==> src/rtl/ram_scan_arbiter_if.sv <==
// CPU load/store bus into the RAM arbiter.
//   master : CPU side, drives request/rw/byte-enables/address/write data,
//            receives grant and read data.
//   slave  : arbiter side, the reverse.
// cpu_req is held by the CPU until cpu_gnt; cpu_rdata is valid in the
// cycle where cpu_gnt & ~cpu_rw.
interface ram_scan_arbiter_if #(
  parameter int ADDR_W = 10,
  parameter int DATA_W = 32
);
  logic              cpu_req;
  logic              cpu_rw;
  logic [3:0]        cpu_sel;
  logic [ADDR_W-1:0] cpu_addr;
  logic [DATA_W-1:0] cpu_wdata;
  logic              cpu_gnt;
  logic [DATA_W-1:0] cpu_rdata;

  modport master (
    output cpu_req, cpu_rw, cpu_sel, cpu_addr, cpu_wdata,
    input  cpu_gnt, cpu_rdata
  );

  modport slave (
    input  cpu_req, cpu_rw, cpu_sel, cpu_addr, cpu_wdata,
    output cpu_gnt, cpu_rdata
  );
endinterface

==> src/rtl/ram_scan_arbiter.sv <==
// ram_scan_arbiter
// Shares the single data-RAM port between the CPU load/store path and a
// display scan engine. The scan engine walks a window of RAM words, holds
// each word on disp_* for HOLD_CYCLES cycles, then reads the next one.
// The CPU has priority; a starvation counter forces one scan read once the
// scan side has been denied MAX_WAIT consecutive cycles while pending.
//
// Ports
//   clk, rst       clock (rising edge) and asynchronous active-low reset
//   cpu            CPU bus (slave modport): req/rw/sel/addr/wdata in,
//                  gnt/rdata out (both combinational)
//   scan_en        enable scanning; low returns the engine to IDLE
//   scan_base      first word of the scan window
//   scan_len       words in the window (0 behaves as 1)
//   ram_rw/sel/addr/data_in   RAM port controls
//   ram_data_out   combinational RAM read data for ram_addr
//   disp_addr/data/valid      registered word presented to the LED driver
module ram_scan_arbiter #(
  parameter int ADDR_W      = 10,
  parameter int DATA_W      = 32,
  parameter int HOLD_CYCLES = 4,
  parameter int MAX_WAIT    = 4
) (
  input  logic              clk,
  input  logic              rst,
  ram_scan_arbiter_if.slave cpu,
  input  logic              scan_en,
  input  logic [ADDR_W-1:0] scan_base,
  input  logic [ADDR_W-1:0] scan_len,
  output logic              ram_rw,
  output logic [3:0]        ram_sel,
  output logic [ADDR_W-1:0] ram_addr,
  output logic [DATA_W-1:0] ram_data_in,
  input  logic [DATA_W-1:0] ram_data_out,
  output logic [ADDR_W-1:0] disp_addr,
  output logic [DATA_W-1:0] disp_data,
  output logic              disp_valid
);

  localparam int WAIT_W  = $clog2(MAX_WAIT + 1);
  localparam int DWELL_W = (HOLD_CYCLES > 1) ? $clog2(HOLD_CYCLES) : 1;

  typedef enum logic [1:0] {
    IDLE  = 2'd0,
    PEND  = 2'd1,
    DWELL = 2'd2
  } state_e;

  state_e              state_q, state_d;
  logic [ADDR_W-1:0]   ptr_q, ptr_d;
  logic [WAIT_W-1:0]   wait_cnt_q, wait_cnt_d;
  logic [DWELL_W-1:0]  dwell_cnt_q, dwell_cnt_d;
  logic [ADDR_W-1:0]   disp_addr_q, disp_addr_d;
  logic [DATA_W-1:0]   disp_data_q, disp_data_d;
  logic                disp_valid_q, disp_valid_d;

  logic                pend;
  logic                force_scan;
  logic                cpu_gnt;
  logic                scan_gnt;
  logic [ADDR_W-1:0]   ptr_off;
  logic [ADDR_W-1:0]   len_m1;
  logic [ADDR_W-1:0]   ptr_next;

  // A pending scan read only exists while scan_en is high; dropping scan_en
  // withdraws the request in the same cycle, so the CPU sees no stall.
  always_comb begin
    pend       = scan_en && (state_q == PEND);
    force_scan = pend && (wait_cnt_q == WAIT_W'(MAX_WAIT));
    cpu_gnt    = cpu.cpu_req && !force_scan;
    scan_gnt   = pend && !cpu_gnt;
  end

  assign cpu.cpu_gnt   = cpu_gnt;
  assign cpu.cpu_rdata = ram_data_out;

  // RAM port mux. Writes only ever issue on a CPU grant.
  always_comb begin
    ram_rw      = 1'b0;
    ram_sel     = 4'b0000;
    ram_addr    = cpu.cpu_addr;
    ram_data_in = cpu.cpu_wdata;
    if (cpu_gnt) begin
      ram_rw  = cpu.cpu_rw;
      ram_sel = cpu.cpu_sel;
    end else if (scan_gnt) begin
      ram_sel  = 4'b1111;
      ram_addr = ptr_q;
    end
  end

  // Window advance: offset from base is taken modulo 2^ADDR_W so windows
  // that straddle the top of the address space wrap naturally. Uses the
  // current base/len, so window changes apply at the next advance.
  always_comb begin
    ptr_off = ptr_q - scan_base;
    len_m1  = (scan_len == '0) ? '0 : (scan_len - 1'b1);
    if (ptr_off >= len_m1) ptr_next = scan_base;
    else                   ptr_next = ptr_q + 1'b1;
  end

  always_comb begin
    state_d      = state_q;
    ptr_d        = ptr_q;
    wait_cnt_d   = '0;
    dwell_cnt_d  = dwell_cnt_q;
    disp_addr_d  = disp_addr_q;
    disp_data_d  = disp_data_q;
    disp_valid_d = disp_valid_q;
    if (!scan_en) begin
      state_d      = IDLE;
      disp_valid_d = 1'b0;
    end else begin
      unique case (state_q)
        IDLE: begin
          state_d = PEND;
          ptr_d   = scan_base;
        end
        PEND: begin
          if (scan_gnt) begin
            disp_data_d  = ram_data_out;
            disp_addr_d  = ptr_q;
            disp_valid_d = 1'b1;
            dwell_cnt_d  = DWELL_W'(HOLD_CYCLES - 1);
            state_d      = DWELL;
          end else if (cpu_gnt) begin
            wait_cnt_d = wait_cnt_q + 1'b1;
          end
        end
        DWELL: begin
          if (dwell_cnt_q == '0) begin
            ptr_d   = ptr_next;
            state_d = PEND;
          end else begin
            dwell_cnt_d = dwell_cnt_q - 1'b1;
          end
        end
        default: state_d = IDLE;
      endcase
    end
  end

  always_ff @(posedge clk or negedge rst) begin
    if (!rst) begin
      state_q      <= IDLE;
      ptr_q        <= '0;
      wait_cnt_q   <= '0;
      dwell_cnt_q  <= '0;
      disp_addr_q  <= '0;
      disp_data_q  <= '0;
      disp_valid_q <= 1'b0;
    end else begin
      state_q      <= state_d;
      ptr_q        <= ptr_d;
      wait_cnt_q   <= wait_cnt_d;
      dwell_cnt_q  <= dwell_cnt_d;
      disp_addr_q  <= disp_addr_d;
      disp_data_q  <= disp_data_d;
      disp_valid_q <= disp_valid_d;
    end
  end

  assign disp_addr  = disp_addr_q;
  assign disp_data  = disp_data_q;
  assign disp_valid = disp_valid_q;

endmodule

==> src/flat_wrapper.sv <==
// flat-port wrapper written by rule: the top's interface ports become plain ports
module ram_scan_arbiter_flat 
#(
  parameter int ADDR_W      = 10,
  parameter int DATA_W      = 32,
  parameter int HOLD_CYCLES = 4,
  parameter int MAX_WAIT    = 4
)
  (clk, rst, scan_en, scan_base, scan_len, ram_rw, ram_sel, ram_addr, ram_data_in, ram_data_out, disp_addr, disp_data, disp_valid, cpu_cpu_req, cpu_cpu_rw, cpu_cpu_sel, cpu_cpu_addr, cpu_cpu_wdata, cpu_cpu_gnt, cpu_cpu_rdata);
  ram_scan_arbiter_if #(.ADDR_W(ADDR_W), .DATA_W(DATA_W)) cpu_i ();
  input  logic clk;
  input  logic rst;
  input  logic scan_en;
  input  logic [ADDR_W-1:0] scan_base;
  input  logic [ADDR_W-1:0] scan_len;
  output logic ram_rw;
  output logic [3:0] ram_sel;
  output logic [ADDR_W-1:0] ram_addr;
  output logic [DATA_W-1:0] ram_data_in;
  input  logic [DATA_W-1:0] ram_data_out;
  output logic [ADDR_W-1:0] disp_addr;
  output logic [DATA_W-1:0] disp_data;
  output logic disp_valid;
  input wire logic [$bits(cpu_i.cpu_req)-1:0] cpu_cpu_req;
  input wire logic [$bits(cpu_i.cpu_rw)-1:0] cpu_cpu_rw;
  input wire logic [$bits(cpu_i.cpu_sel)-1:0] cpu_cpu_sel;
  input wire logic [$bits(cpu_i.cpu_addr)-1:0] cpu_cpu_addr;
  input wire logic [$bits(cpu_i.cpu_wdata)-1:0] cpu_cpu_wdata;
  output wire logic [$bits(cpu_i.cpu_gnt)-1:0] cpu_cpu_gnt;
  output wire logic [$bits(cpu_i.cpu_rdata)-1:0] cpu_cpu_rdata;
  assign cpu_i.cpu_req = cpu_cpu_req;
  assign cpu_i.cpu_rw = cpu_cpu_rw;
  assign cpu_i.cpu_sel = cpu_cpu_sel;
  assign cpu_i.cpu_addr = cpu_cpu_addr;
  assign cpu_i.cpu_wdata = cpu_cpu_wdata;
  assign cpu_cpu_gnt = cpu_i.cpu_gnt;
  assign cpu_cpu_rdata = cpu_i.cpu_rdata;
  ram_scan_arbiter #(.ADDR_W(ADDR_W), .DATA_W(DATA_W), .HOLD_CYCLES(HOLD_CYCLES), .MAX_WAIT(MAX_WAIT)) u_core (.clk(clk), .rst(rst), .cpu(cpu_i), .scan_en(scan_en), .scan_base(scan_base), .scan_len(scan_len), .ram_rw(ram_rw), .ram_sel(ram_sel), .ram_addr(ram_addr), .ram_data_in(ram_data_in), .ram_data_out(ram_data_out), .disp_addr(disp_addr), .disp_data(disp_data), .disp_valid(disp_valid));
endmodule
==> config.mk <==
export PLATFORM = sky130hd
export DESIGN_NAME = ram_scan_arbiter_flat
export DESIGN_NICKNAME = d
export VERILOG_FILES = /design/src/rtl/ram_scan_arbiter_if.sv /design/src/rtl/ram_scan_arbiter.sv /design/src/flat_wrapper.sv
export SDC_FILE = /design/constraint.sdc
export NUM_CORES = 1
export LEC_CHECK = 0
export BUFFER_PORTS_ARGS = -buffer_cell sky130_fd_sc_hd__buf_2
export CAP_MARGIN = 20
export CORE_MARGIN = 2
export CORE_UTILIZATION = 45
export DETAILED_ROUTE_END_ITERATION = 8
export PLACE_DENSITY = 0.81
export SLEW_MARGIN = 15
export SYNTH_ARGS = -nofsm -noshare
export SYNTH_HDL_FRONTEND = slang
export SYNTH_SLANG_ARGS = --single-unit
==> constraint.sdc <==
create_clock -name clk -period 3.65 [get_ports clk]
set_input_delay 0 -clock clk [delete_from_list [all_inputs] [get_ports clk]]
set_output_delay 0 -clock clk [all_outputs]
set_load 0.005 [all_outputs]
# Yosys cells after proc, flatten, opt, wreduce, memory -nomap -nowiden
# Index checks and enable logic that the tools add are counted.
[word_totals]
reg_bits = 60
input_bits = 103
wordCells = 62
output_inout_bits = 123
[op_classes]
n_lt_le_gt_ge = 1
n_reduce_logical = 16
n_mux = 23
n_addsub = 5
n_eq_ne = 10
[op_table]
columns = ["operator", "n"]
rows = [
  ["2-to-1 mux 10 bit", 5],
  ["one-hot mux 10 bit (2 select lines)", 1],
  ["2-to-1 mux 3 bit", 4],
  ["adder 10 x 1 -> 10 bit, second input constant", 1],
  ["greater-or-equal comparator 10 bit", 1],
  ["logical NOT 10 bit", 1],
  ["2-to-1 mux 2 bit", 5],
  ["subtractor 10 x 1 -> 10 bit, second input constant", 1],
  ["subtractor 10 bit", 1],
  ["2-to-1 mux 4 bit", 2],
  ["inequality test 2 x 1 -> 1 bit, second input constant", 4],
  ["inequality test 3 x 2 -> 1 bit, second input constant", 2],
  ["one-hot mux 2 bit (3 select lines)", 1],
  ["AND reduction 3 bit", 2],
  ["logical AND 1 bit", 4],
  ["logical NOT 2 bit", 2],
  ["2-to-1 mux 1 bit", 4],
  ["one-hot mux 2 bit (2 select lines)", 1],
  ["AND reduction 2 bit", 2],
  ["AND reduction 4 bit", 1],
  ["nonzero test 2 bit", 2],
  ["adder 3 x 1 -> 3 bit, second input constant", 1],
  ["== test 3 bit, second input constant", 1],
  ["== test 2 x 1 -> 1 bit, second input constant", 1],
  ["4 further kinds", 5],
]

# Logic depth before layout (Yosys ltp)
[depth]
word_depth = 10
depth_mapped = 16
ltp_nobuf = 15

# Worst setup path after synthesis
# Ideal clock, no wire load.
[synth_path]
path_type = "register to register"
startpoint = "reg u_core.ptr_q[0]"
endpoint = "reg u_core.ptr_q[3]"
path_buffers = 1
setup_ps = 129
setup_slack_ps = 428
period_less_slack_ps = 3222
arrival_time_ps = 3092
required_ps = 3521
stages_incl_launch_ff = 17
cell_sequence = "dfrtp_1 > inv_1 > ha_1 > inv_1 > fa_1 > a21o_1 > a21oi_1 > o21ai_1 > a21oi_1 > xnor2_1 > ha_1 > a21oi_1 > a21boi_0 > a211oi_2 > buf_6 > mux2i_1 > a2bb2oi_2"
[synth_via]
elab_chain_cells = 5
word_cells_on_any_way = 6
cone_classes = "add/sub (2); order compare (1); mux (3)"
[synth_lines]
columns = ["element", "line", "text"]
rows = [
  ["from (decl)", "ram_scan_arbiter.sv:50", "logic [ADDR_W-1:0] ptr_q, ptr_d;"],
  ["from (signal assigned)", "ram_scan_arbiter.sv:154", "ptr_q <= ptr_d;"],
  ["subtractor 10 bit", "ram_scan_arbiter.sv:96", "ptr_off = ptr_q - scan_base;"],
  ["greater-or-equal comparator 10 bit", "ram_scan_arbiter.sv:98", "if (ptr_off >= len_m1) ptr_next = scan_base;"],
  ["2-to-1 mux 10 bit (*)", "ram_scan_arbiter.sv:98", ""],
  ["2-to-1 mux 10 bit (*)", "ram_scan_arbiter.sv:131", "if (dwell_cnt_q == '0) begin"],
  ["one-hot mux 10 bit (2 select lines) (*)", "ram_scan_arbiter.sv:114", "unique case (state_q)"],
]
# Mark *: on every way between the ends. The rest lies on a longest branch, timed or not. The select of a mux whose other input is x is not followed.
# A chain may end at the register's enable or synchronous reset.

# Worst setup path in the final report
# Same ends and word-level chain as after synthesis.

==> flow_results.org <==
** Power and ir drop
- Power spread over the standard cell area amounts to 642.9 mW/mm^2.
- The worst-case IR drop observed on VDD is 0.0002092 V.
- The share of total power dissipated in combinational logic is 46.9%.
- Switching pwr :: 1.282 mW
- In this run, the clock network consumes between 10% and 20% of the power.
- Summed over all cells, the static leakage comes to 2.795 nW.
- In this run switching power makes up 39.52% of total power.
- Part of the power in registers :: 36.7%
- Cell internal pwr :: 1.963 mW

** Synthesis
- Dominant cells by area after synthesis :: dfrtp_1 37%, nand2_1 17%, buf_4 12%, ha_1 8.7%, xnor2_1 3.0%
- Ys Warns :: 0
- Number of distinct standard cells referenced by the synthesized netlist :: 44
- Area of the mapped netlist :: around 0.004 sq mm
- Cell with the most instances after synthesis :: nand2_1
- The synthesized design spends more area on one cell type than any other, namely dfrtp_1.
- The cell count after synthesis came out at approximately 500.
- Number of nets produced by synthesis :: 630
- The most used flip-flop cell after synthesis is dfrtp_1.
- Most frequent cells after synthesis :: 181 x nand2_1, 64 x buf_4, 60 x dfrtp_1
- Counting flops with an async set or reset pin after synthesis yields a share of 100.0%.
- In this run, synthesis produced a sequential element count of 60.
- In this run, synthesis inferred 0 flip-flops with an integrated enable.
- Of the synthesized area, sequential elements account for a little under two fifths.
- Synth Area per Inst :: 8.128 sq um
- After synthesis, the largest area contributor takes up 37.09% of total cell area.

** Cells and area
- After the last flow step, the layout net total stands at 763.
- The area growth from synthesis to layout is 24.70%.
- Summing all multi-input logic gate instances after layout gives ~0.0019 sq mm.
- The number of antenna diodes in the final layout is 0.
- Of the cells placed in the final design, the portion with a size suffix greater than 1 is about 30%.
- Registers take ~0.0015 sq mm.
- Counting the fill cells in the layout gives 735.

** Hold path
- Startpoint of the most critical hold path :: cpu_cpu_wdata[11]
- Type of the most critical hold path :: in2out

** Clock tree
- Clock transition at path regs :: around 60 ps
- Clock net sink count :: 60
- Clk_lat worst skew :: 330 ps
- Post-CTS repair timing setup buffer count :: 0
- Maximum clock path buffer count :: 2
- TritonCTS built the clock tree.
- In this run the clock root is driven by a clkbuf_8.
- Number of buffers created by CTS :: 9
- CTS built an H-tree with a depth of 3.

** Routing
- Pre-antenna DRT Iters :: 4
- In the routed design, unresolved DRC markers number 0.
- Dividing the detail-routed wire length by the instance count gives 14.44 microns.
- Post-Route WL :: 10.73 mm
- The count of nets left with antenna violations once routing finished came out at 0.
- Via Count :: 3798
- Ratio of routed vias to standard cells :: around 5.1
- The first routing iteration left 174 violations.

** Worst setup path
- The worst setup path is launched from a register.
- Arrival time of data at the critical path endpoint :: 3640 ps
- In this run the worst path has a maximum fanout of 21.
- The critical path is of the reg2reg type.
- The critical path starts at u_core.ptr_q[0]$_DFFE_PN0P_.
- Origin of the critical flop-to-flop path :: u_core.ptr_q[0]$_DFFE_PN0P_
- The worst setup path is captured at a register.
- Required arrival time at the worst endpoint :: around 3900 ps

** Floorplanning
- Die extent in x :: 98.84 microns
- Once the floorplan was initialized, standard cells occupied 46.41% of the core.
- Total die area :: 0.009769 sq mm
- Height of the die :: 98.84 microns
- The floorplan has 34 rows.
- The total area inside the core boundary comes to roughly 0.0087 sq mm.
- I/O pin cnt :: 226

** STA
- Relative slew slack :: ~37%
- Setup violations remaining at the end of the flow were counted as 0.
- WHS :: 0.002245 ps
- Derived from the worst setup path, the maximum achievable clock frequency is 291.1 MHz.
- At the pin with the least slew margin, the transition time is 940.8 ps.
- Final period demand of the worst path :: 3435 ps
- In the finished design, the share of the clock period the worst path needs comes to approximately 94%.
- Final Hold Fails :: 0
- Aggregate negative setup slack :: 0 ps
- The number of max-slew violations in the final report came to 0.
- Worst clock skew :: around 4.7 ps

** Global route
- Initial antenna violation count :: 0
- Grt ovf :: 0
- The number of global-route vias before repair was 3754.
- The first global-routing pass estimated 17.62 mm of wire.
- Pin count of the biggest net entering global routing :: 43
- Global routing used between 20% and 30% of the available tracks.

** Placement
- The wire-length estimate of the detail-placed layout is 7.827 mm.
- At the end of routability-driven placement, the weighted congestion stood at 0.9060.
- Buffers placed on the I/O ports in this run total 161.

** Run
- Maximum capacitance violations :: 0

** Outcome
- Outcome :: completed
## per-layer routing
metal  vias to the layer above  GRT usage (%)  part of all wire (%)
met5                         -              0                     0
met2                       165          38.10                    50
met4                         0          9.694                   2.5
met3                        34          4.326                   6.3
li1                       1824              -                     -
met1                      1775          26.89                    41
## cell families (layout without fill, tap and decap cells)
group           after synthesis  count (layout)  share of synthesized area (%)
xor+xnor                     19              19                          4.111
flops                        60              60                          37.09
compound gates               48              48                          8.593
fa+ha+maj                    29              29                          9.150
buf+inv                     103             240                          15.92
simple gates                234             234                          23.86
mux                           5               5                          1.267
## critical path, stage by stage, from the launching register on
cell and delay, ps:
dfrtp_1 440, inv_1 110, ha_1 160, inv_1 60, fa_1 400, a21o_1 210, a21oi_2 190, o21ai_1 80
a21oi_1 180, xnor2_1 140, ha_1 270, a21oi_1 160, a21boi_0 130, a211oi_2 260, buf_12 210, mux2i_2 230
a2bb2oi_2 70
## metrics by stage
step           util, %  area [sq um]  setup WS (ps)  total power, mW  cells
6_report         57.88          5047          215.2            3.245    743
5_1_grt          57.88          5047         -10.58            3.535    743
4_1_cts          57.75          5036          111.5            3.232    743
3_5_place_dp     51.25          4469          135.1            2.655    689
3_3_place_gp     51.25          4469          313.3            2.572    689
2_1_floorplan        -          4048          428.4            2.145    498
## cell usage in the layout (no fill, tap or decap), types with 3 or more instances in the layout
cell type,netlist,final
a21oi_1,9,8
and2_1,6,6
and3_1,3,3
buf_2,8,161
clkbuf_8,0,11
dfrtp_1,60,60
dlygate4sd3_1,0,39
ha_1,28,28
inv_1,22,22
nand2_1,181,181
nand3_1,10,10
nand4_1,3,3
nor2_1,10,9
nor2b_1,3,3
nor3_1,9,9
nor4_1,3,3
o211ai_1,4,4
o21a_1,6,6
o21ai_1,8,8
o311ai_1,4,4
xnor2_1,14,14
xor2_1,5,5
## state kept, by name, indices dropped and copies added, names as in the netlist
name and count:
u_core.disp_valid 1, u_core.wait_cnt_q 3, u_core.dwell_cnt_q 2, u_core.disp_data 32, u_core.ptr_q 10, u_core.state_q 2
u_core.disp_addr 10
## power groups by stage
stage | clock (mW) | sequential [mW] | combinational [mW]
CTS | 0.546 | 1.18 | 1.51
floorplan | 0 | 1.18 | 0.969
detailed placement | 0 | 1.19 | 1.46
global route | 0.574 | 1.23 | 1.73
global placement | 0 | 1.17 | 1.41
finish | 0.532 | 1.19 | 1.52
## final cells by class
type / instances / area share [%]
Inverter: 22 / 1.636
Tap cell: 108 / 2.677
Timing Repair Buffer: 203 / 24.39
Sequential cell: 60 / 29.75
Clock inverter: 4 / 0.4958
Clock buffer: 11 / 3.000
Multi-Input combinational cell: 335 / 38.05
## worst paths after layout
path                                               endpoint  slack, ps  cells after the start
max                             u_core.ptr_q[3]$_DFFE_PN0P_        220                     16
min                                         ram_data_in[11]      0.002                      0
max reg2reg                     u_core.ptr_q[3]$_DFFE_PN0P_        220                     16
min reg2reg                u_core.disp_data[10]$_DFFE_PN0P_        470                      2
max in group asynchronous   u_core.disp_data[5]$_DFFE_PN0P_       2550                      3
min in group asynchronous     u_core.disp_valid$_DFFE_PN0P_        230                      2
## timing repair
item | in CTS | in global routing
endpoints found under the hold margin | 70 | 0
resized for setup | 0 | 3
endpoints found under the setup margin | 0 | 7
hold buffers | 39 | 0
(Power assumes the default switching activity.)
